$ cat config.mk
export PLATFORM = sky130hd
export DESIGN_NAME = rfphoenix_operand_fetch
export DESIGN_NICKNAME = d
export VERILOG_FILES = /design/src/rtl/rfphoenix_operand_fetch_pkg.sv /design/src/rtl/rfphoenix_bypass_mux.sv /design/src/rtl/rfphoenix_operand_fetch.sv
export SDC_FILE = /design/constraint.sdc
export NUM_CORES = 1
export LEC_CHECK = 0
export ABC_AREA = 1
export CAP_MARGIN = 30
export CORE_AREA = 2 2 180 182
export DETAILED_ROUTE_END_ITERATION = 8
export DIE_AREA = 0 0 182 184
export GPL_TIMING_DRIVEN = 1
export PLACE_DENSITY_LB_ADDON = 0.05
export SLEW_MARGIN = 15
export SYNTH_ARGS = -nofsm -noshare
export SYNTH_HDL_FRONTEND = slang
export SYNTH_SLANG_ARGS = --single-unit
$ cat constraint.sdc
create_clock -name clk -period 8.2 [get_ports clk]
set_input_delay 1.23 -clock clk [delete_from_list [all_inputs] [get_ports clk]]
set_output_delay 1.23 -clock clk [all_outputs]
set_load 0.02 [all_outputs]
$ cat src/rtl/rfphoenix_operand_fetch_pkg.sv
// rfPhoenixPkg: shared types for the rfPhoenix pipeline.
package rfPhoenixPkg;
   typedef logic [31:0] Instruction;
   typedef logic [31:0] Value;
   typedef logic [5:0]  Regspec;
   localparam int NREGS = 64;
   typedef enum logic {EMPTY = 1'b0, FULL = 1'b1} of_state_e;
endpackage

$ cat src/rtl/rfphoenix_bypass_mux.sv
// rfphoenix_bypass_mux: resolves one source operand.
// Inputs:  spec_i is the source specifier.
//          ex_* and wb_* are the in-flight results.
//          rf_i is the register-file read data.
// Output:  val_o is the resolved operand value.
module rfphoenix_bypass_mux
   import rfPhoenixPkg::*;
(
   input  logic [5:0]  spec_i,
   input  logic        ex_v_i,
   input  logic        ex_ld_i,
   input  logic [5:0]  ex_rt_i,
   input  logic [31:0] ex_res_i,
   input  logic        wb_v_i,
   input  logic [5:0]  wb_rt_i,
   input  logic [31:0] wb_res_i,
   input  logic [31:0] rf_i,
   output logic [31:0] val_o
);
   // r0 reads as zero even if a stage claims to write it; EX is younger than WB.
   always_comb
      val_o = (spec_i == '0)                                ? '0 :
              (ex_v_i && !ex_ld_i && ex_rt_i == spec_i)     ? ex_res_i :
              (wb_v_i && wb_rt_i == spec_i)                 ? wb_res_i : rf_i;
endmodule

$ cat src/rtl/rfphoenix_operand_fetch.sv
// rfphoenix_operand_fetch: operand fetch with EX/WB bypass and load-use stall.
// Decode side: dc_v_i/dc_rdy_o handshake, with ir, source/dest specifiers and imm.
// Register file: rf_r*_o are the read addresses, and rf_*_i is the same-cycle data.
// Bypass: ex_* and wb_* are the in-flight results; ex_ld_i marks a pending load.
// ALU side: of_v_o/of_rdy_i handshake, with the registered ir, a, b, c, imm and rt.
// stall_cnt_o counts load-use stall cycles and saturates at all-ones.
module rfphoenix_operand_fetch
   import rfPhoenixPkg::*;
#(
   parameter int NREGS = 64,
   parameter int CNTW  = 16
) (
   input  logic                     clk,
   input  logic                     rst,
   input  logic                     flush_i,
   input  logic                     dc_v_i,
   output logic                     dc_rdy_o,
   input  logic [31:0]              dc_ir_i,
   input  logic [$clog2(NREGS)-1:0] dc_ra_i,
   input  logic [$clog2(NREGS)-1:0] dc_rb_i,
   input  logic [$clog2(NREGS)-1:0] dc_rc_i,
   input  logic [$clog2(NREGS)-1:0] dc_rt_i,
   input  logic [31:0]              dc_imm_i,
   output logic [$clog2(NREGS)-1:0] rf_ra_o,
   output logic [$clog2(NREGS)-1:0] rf_rb_o,
   output logic [$clog2(NREGS)-1:0] rf_rc_o,
   input  logic [31:0]              rf_a_i,
   input  logic [31:0]              rf_b_i,
   input  logic [31:0]              rf_c_i,
   input  logic                     ex_v_i,
   input  logic [$clog2(NREGS)-1:0] ex_rt_i,
   input  logic [31:0]              ex_res_i,
   input  logic                     ex_ld_i,
   input  logic                     wb_v_i,
   input  logic [$clog2(NREGS)-1:0] wb_rt_i,
   input  logic [31:0]              wb_res_i,
   output logic                     of_v_o,
   input  logic                     of_rdy_i,
   output logic [31:0]              of_ir_o,
   output logic [31:0]              of_a_o,
   output logic [31:0]              of_b_o,
   output logic [31:0]              of_c_o,
   output logic [31:0]              of_imm_o,
   output logic [$clog2(NREGS)-1:0] of_rt_o,
   output logic [CNTW-1:0]          stall_cnt_o
);
   of_state_e       state_q, state_d;
   logic [31:0]     ir_q, ir_d, a_q, a_d, b_q, b_d, c_q, c_d, imm_q, imm_d;
   logic [5:0]      rt_q, rt_d;
   logic [CNTW-1:0] cnt_q, cnt_d;
   logic [31:0]     a_val, b_val, c_val;
   logic            hazard, xfer;

   assign rf_ra_o = dc_ra_i;
   assign rf_rb_o = dc_rb_i;
   assign rf_rc_o = dc_rc_i;

   rfphoenix_bypass_mux u_mux_a (.spec_i(dc_ra_i), .ex_v_i, .ex_ld_i, .ex_rt_i, .ex_res_i,
                                 .wb_v_i, .wb_rt_i, .wb_res_i, .rf_i(rf_a_i), .val_o(a_val));
   rfphoenix_bypass_mux u_mux_b (.spec_i(dc_rb_i), .ex_v_i, .ex_ld_i, .ex_rt_i, .ex_res_i,
                                 .wb_v_i, .wb_rt_i, .wb_res_i, .rf_i(rf_b_i), .val_o(b_val));
   rfphoenix_bypass_mux u_mux_c (.spec_i(dc_rc_i), .ex_v_i, .ex_ld_i, .ex_rt_i, .ex_res_i,
                                 .wb_v_i, .wb_rt_i, .wb_res_i, .rf_i(rf_c_i), .val_o(c_val));

   always_comb begin
      hazard   = dc_v_i && ex_v_i && ex_ld_i && ex_rt_i != '0 &&
                 (ex_rt_i == dc_ra_i || ex_rt_i == dc_rb_i || ex_rt_i == dc_rc_i);
      dc_rdy_o = (state_q == EMPTY || of_rdy_i) && !hazard && !flush_i;
      xfer     = dc_v_i && dc_rdy_o;
      // xfer is already false under flush, so flush only needs to win over hold.
      state_d  = xfer ? FULL : (flush_i || of_rdy_i) ? EMPTY : state_q;
      ir_d     = xfer ? dc_ir_i  : ir_q;
      a_d      = xfer ? a_val    : a_q;
      b_d      = xfer ? b_val    : b_q;
      c_d      = xfer ? c_val    : c_q;
      imm_d    = xfer ? dc_imm_i : imm_q;
      rt_d     = xfer ? dc_rt_i  : rt_q;
      cnt_d    = (hazard && !flush_i && !(&cnt_q)) ? cnt_q + 1'b1 : cnt_q;
   end

   always_ff @(posedge clk or posedge rst) begin
      if (rst) begin
         state_q <= EMPTY;
         ir_q    <= '0;
         a_q     <= '0;
         b_q     <= '0;
         c_q     <= '0;
         imm_q   <= '0;
         rt_q    <= '0;
         cnt_q   <= '0;
      end else begin
         state_q <= state_d;
         ir_q    <= ir_d;
         a_q     <= a_d;
         b_q     <= b_d;
         c_q     <= c_d;
         imm_q   <= imm_d;
         rt_q    <= rt_d;
         cnt_q   <= cnt_d;
      end
   end

   assign of_v_o      = (state_q == FULL);
   assign of_ir_o     = ir_q;
   assign of_a_o      = a_q;
   assign of_b_o      = b_q;
   assign of_c_o      = c_q;
   assign of_imm_o    = imm_q;
   assign of_rt_o     = rt_q;
   assign stall_cnt_o = cnt_q;
endmodule

==> out/metrics.yaml <==
area_fraction_of_the_dominant_cell_type_after_synthesis_pct: 39.7
floorplan.die.width_um: 182
cts_tree: "built"
crit_path_cell_trace: "clkdlybuf4s50_1 -> inv_1 -> nand2_1 -> nand2_1 -> nor2_4 -> buf_4 -> nand3_1 -> nand3_1 -> nand2_2 -> nand2_2 -> inv_1 -> clkdlybuf4s50_1"
clkLatencyLatePin_ns: 0.45
ys_seq_elements: 183
tns_ns: 0
synthDistinctLibCells: 30
arr_time_crit_path_ns: 3.59
final-hold-violation-count: 0
drt-wirelength-per-cell_um: 19.3
ant_nets: 0
global_route_total_overflow: 0
path_clk_slew_ns: 0.08
route.final.wire_length_um: 50300
drt_iter0_drc: 1218
critPathMaxStageDelay_ns: 0.58
port_buffers: 469
die_area_mm2: 0.0335
vias: 13211
post-synth-top-area-cell: "sky130_fd_sc_hd__dfrtp_1"
mappedNetlistArea_mm2: 0.0115
power.static_leakage_nw: 8.96
htreeDepth: 4
post_cts_hold_buffer_count: 0
drive_above_1_share_pct: 4.17
transition_time_at_the_pin_with_the_least_slew_margin_ns: 0.957
io_pins: 470
firstDrtPassIters: 5
clock_network_fraction_of_total_power_pct: 29.6
cts.sinks: 183
cellInternalPower_mw: 1.96
max_freq_mhz: 208
via_count_of_the_first_global_routing_pass: 12489
clock_tree.root_cell: "sky130_fd_sc_hd__clkbuf_16"
yosys-top-cells-area: "sky130_fd_sc_hd__dfrtp_1 40%, sky130_fd_sc_hd__nand2_1 29%, sky130_fd_sc_hd__nand3_1 5.5%"
run_status: "complete, no violations"
power.switching_fraction_pct: 35.0
grt_antenna_before_repair: 10
critical_path.endpoint_type: "output pin"
hold_path.class: "reg2reg"
switching_power_mw: 1.06
finalCriticalPeriod_ns: 4.82
final.setup_skew_ns: 0.0150
rows: 65
unrepaired_setup_endpoints_after_global_routing: "false"
synthCells: 1809
critical_path_buffers_and_inverters: 5
layout.filler_cells: 3139
postCtsResizedCells: 0
design.core.area_mm2: 0.0314
place_hpwl_um: 35700
cpLargestDelayFamily: "buffers and inverters"
placement.setup.worst_slack_ns: 3.33
mapped_avg_cell_area_um2: 6.38
floorplan.die.height_um: 184
endpoints_failing_setup: 0
synthesized_netlist_net_count: 2078
grt_max_degree: 108
synth_seq_area_share_pct: 39.7
seq_power_share_pct: 37.0
post-route-period-util_pct: 58.8
grt_first_pass_wirelength_um: 76000
tritoncts.num_buffers: 17
layout.nets: 2461
vias_per_cell: 5.06
globalplace.congestion: 0.926
drcViolationCount: 0
maxSlewViolCount: 0
setup_slack_ns: 3.38
cts_max_path_buffers: 2
worstPathRequired_ns: 6.97
timing.max_slew.rel_slack_pct: 36.1
initial_utilization_pct: 36.8
post_cts.repair.setup_buffers: 0
irDropWorstVdd_mv: 0.141
power.combinational.fraction_pct: 33.5
powerDensity_mw_per_mm2: 177
crit_type: "in2out"
track_usage_pct: 29.6
cap_violations: 0
synth.yosys.warnings: 0
synthToLayoutAreaGrowth_pct: 47.8
setup.worst_path.start_class: "primary input"
crit_slowest_cell: "sky130_fd_sc_hd__clkdlybuf4s50_1"
worst-path-max-fanout: 34
## Yosys cell counts (all sizes together)
cell,n
nor3,3
o21ai,43
a41oi,1
nand4,98
nor2,98
clkinv,1
ha,1
nor4,4
inv,174
o22ai,1
nand2,893
dfrtp,183
xor2,7
nand3,128
buf,67
xnor2,11
clkbuf,60
a21oi,35
nand3b,1
## worst paths after layout
path / from / to / slack, ns / depth (start not counted)
hold / removal: of_ir_o[5]$_DFFE_PP0P_ / of_ir_o[5]$_DFFE_PP0P_ / 0.48 / 2
setup / recovery: dc_ra_i[4] / dc_rdy_o / 3.38 / 12
setup reg to reg: of_v_o$_DFFE_PP0P_ / of_a_o[1]$_DFFE_PP0P_ / 5.89 / 7
hold reg to reg: of_ir_o[5]$_DFFE_PP0P_ / of_ir_o[5]$_DFFE_PP0P_ / 0.48 / 2
min in group asynchronous: rst / of_ir_o[29]$_DFFE_PP0P_ / 1.32 / 2
max in group asynchronous: rst / of_b_o[31]$_DFFE_PP0P_ / 5.46 / 4
## sequential cells by signal (all words and copies together) (netlist names)
name / flops
of_b_o: 32
of_a_o: 32
of_rt_o: 6
of_c_o: 32
of_v_o: 1
of_ir_o: 32
stall_cnt_o: 16
of_imm_o: 32
## stage by stage
stage	hold WS [ns]	area, µm²	std cells	total power [mW]	utilization, %
after floorplan	0.585	11500	1809	1.58	-
after global placement	0.460	16300	2570	2.13	52.0
after detailed placement	0.464	16400	2572	2.14	52.1
after CTS	0.483	17000	2604	3.04	54.1
after global routing	0.503	17100	2609	3.15	54.3
final	0.480	17100	2610	3.02	54.4
## worst reg2reg max path, delay by kind of cell (launching register included)
kind	cells	cell delay [ns]
AND/OR/NAND/NOR	4	0.61
flip-flops	1	0.40
AO/OA/AOI/OAI	1	0.41
buffers and inverters	2	0.84
## placed cells by master (no fill, tap or decap), drive strengths merged
master	n
clkinv	5
a21oi	35
o21ai	43
o22ai	1
a41oi	1
buf	22
nand3	128
ha	1
diode	3
nor4	4
nand4	98
xnor2	11
xor2	7
clkbuf	18
nor3	3
nand3b	1
nand2	893
inv	180
bufinv	2
nor2	98
clkinvlp	2
clkdlybuf4s50	469
dfrtp	183
## power by group through the flow
stage | combinational [mW] | clock, mW | sequential [mW]
CTS | 1.01 | 0.910 | 1.12
detailed placement | 1.01 | 0 | 1.13
global placement | 1.00 | 0 | 1.13
floorplan | 0.288 | 0 | 1.29
global route | 1.08 | 0.939 | 1.13
finish | 1.01 | 0.891 | 1.12
## layout make-up
cell class	instances	area (µm²)	share of cell area, %
diodes	3	7.51	0.0440
clock buffers	18	439	2.57
clock inverters	14	181	1.06
inverters	175	664	3.89
multi-input cells	1324	5760	33.7
flip-flops and latches	183	4580	26.8
well taps	402	503	2.95
repair buffers	491	4930	28.9
## cells by family (layout without fill, tap and decap cells)
| logic type | after synthesis | count (layout) | synth area share [%] |
|---|---|---|---|
| compound gates | 80 | 80 | 3.51 |
| xor+xnor | 18 | 18 | 1.37 |
| fa+ha+maj | 1 | 1 | 0.108 |
| buf+inv | 302 | 698 | 11.4 |
| flops | 183 | 183 | 39.7 |
| other cells | 0 | 3 | 0 |
| simple gates | 1225 | 1225 | 44.0 |
## layer usage
metal  global-route usage (%)  share of wire, %  vias up
met5                        0              0.15        -
met4                     9.10               2.6       12
met3                     7.15               8.8       90
met2                     49.9                48      645
met1                     37.6                41     6089
li1                         -                 -     6375
Power figures use the tool's default switching activity.
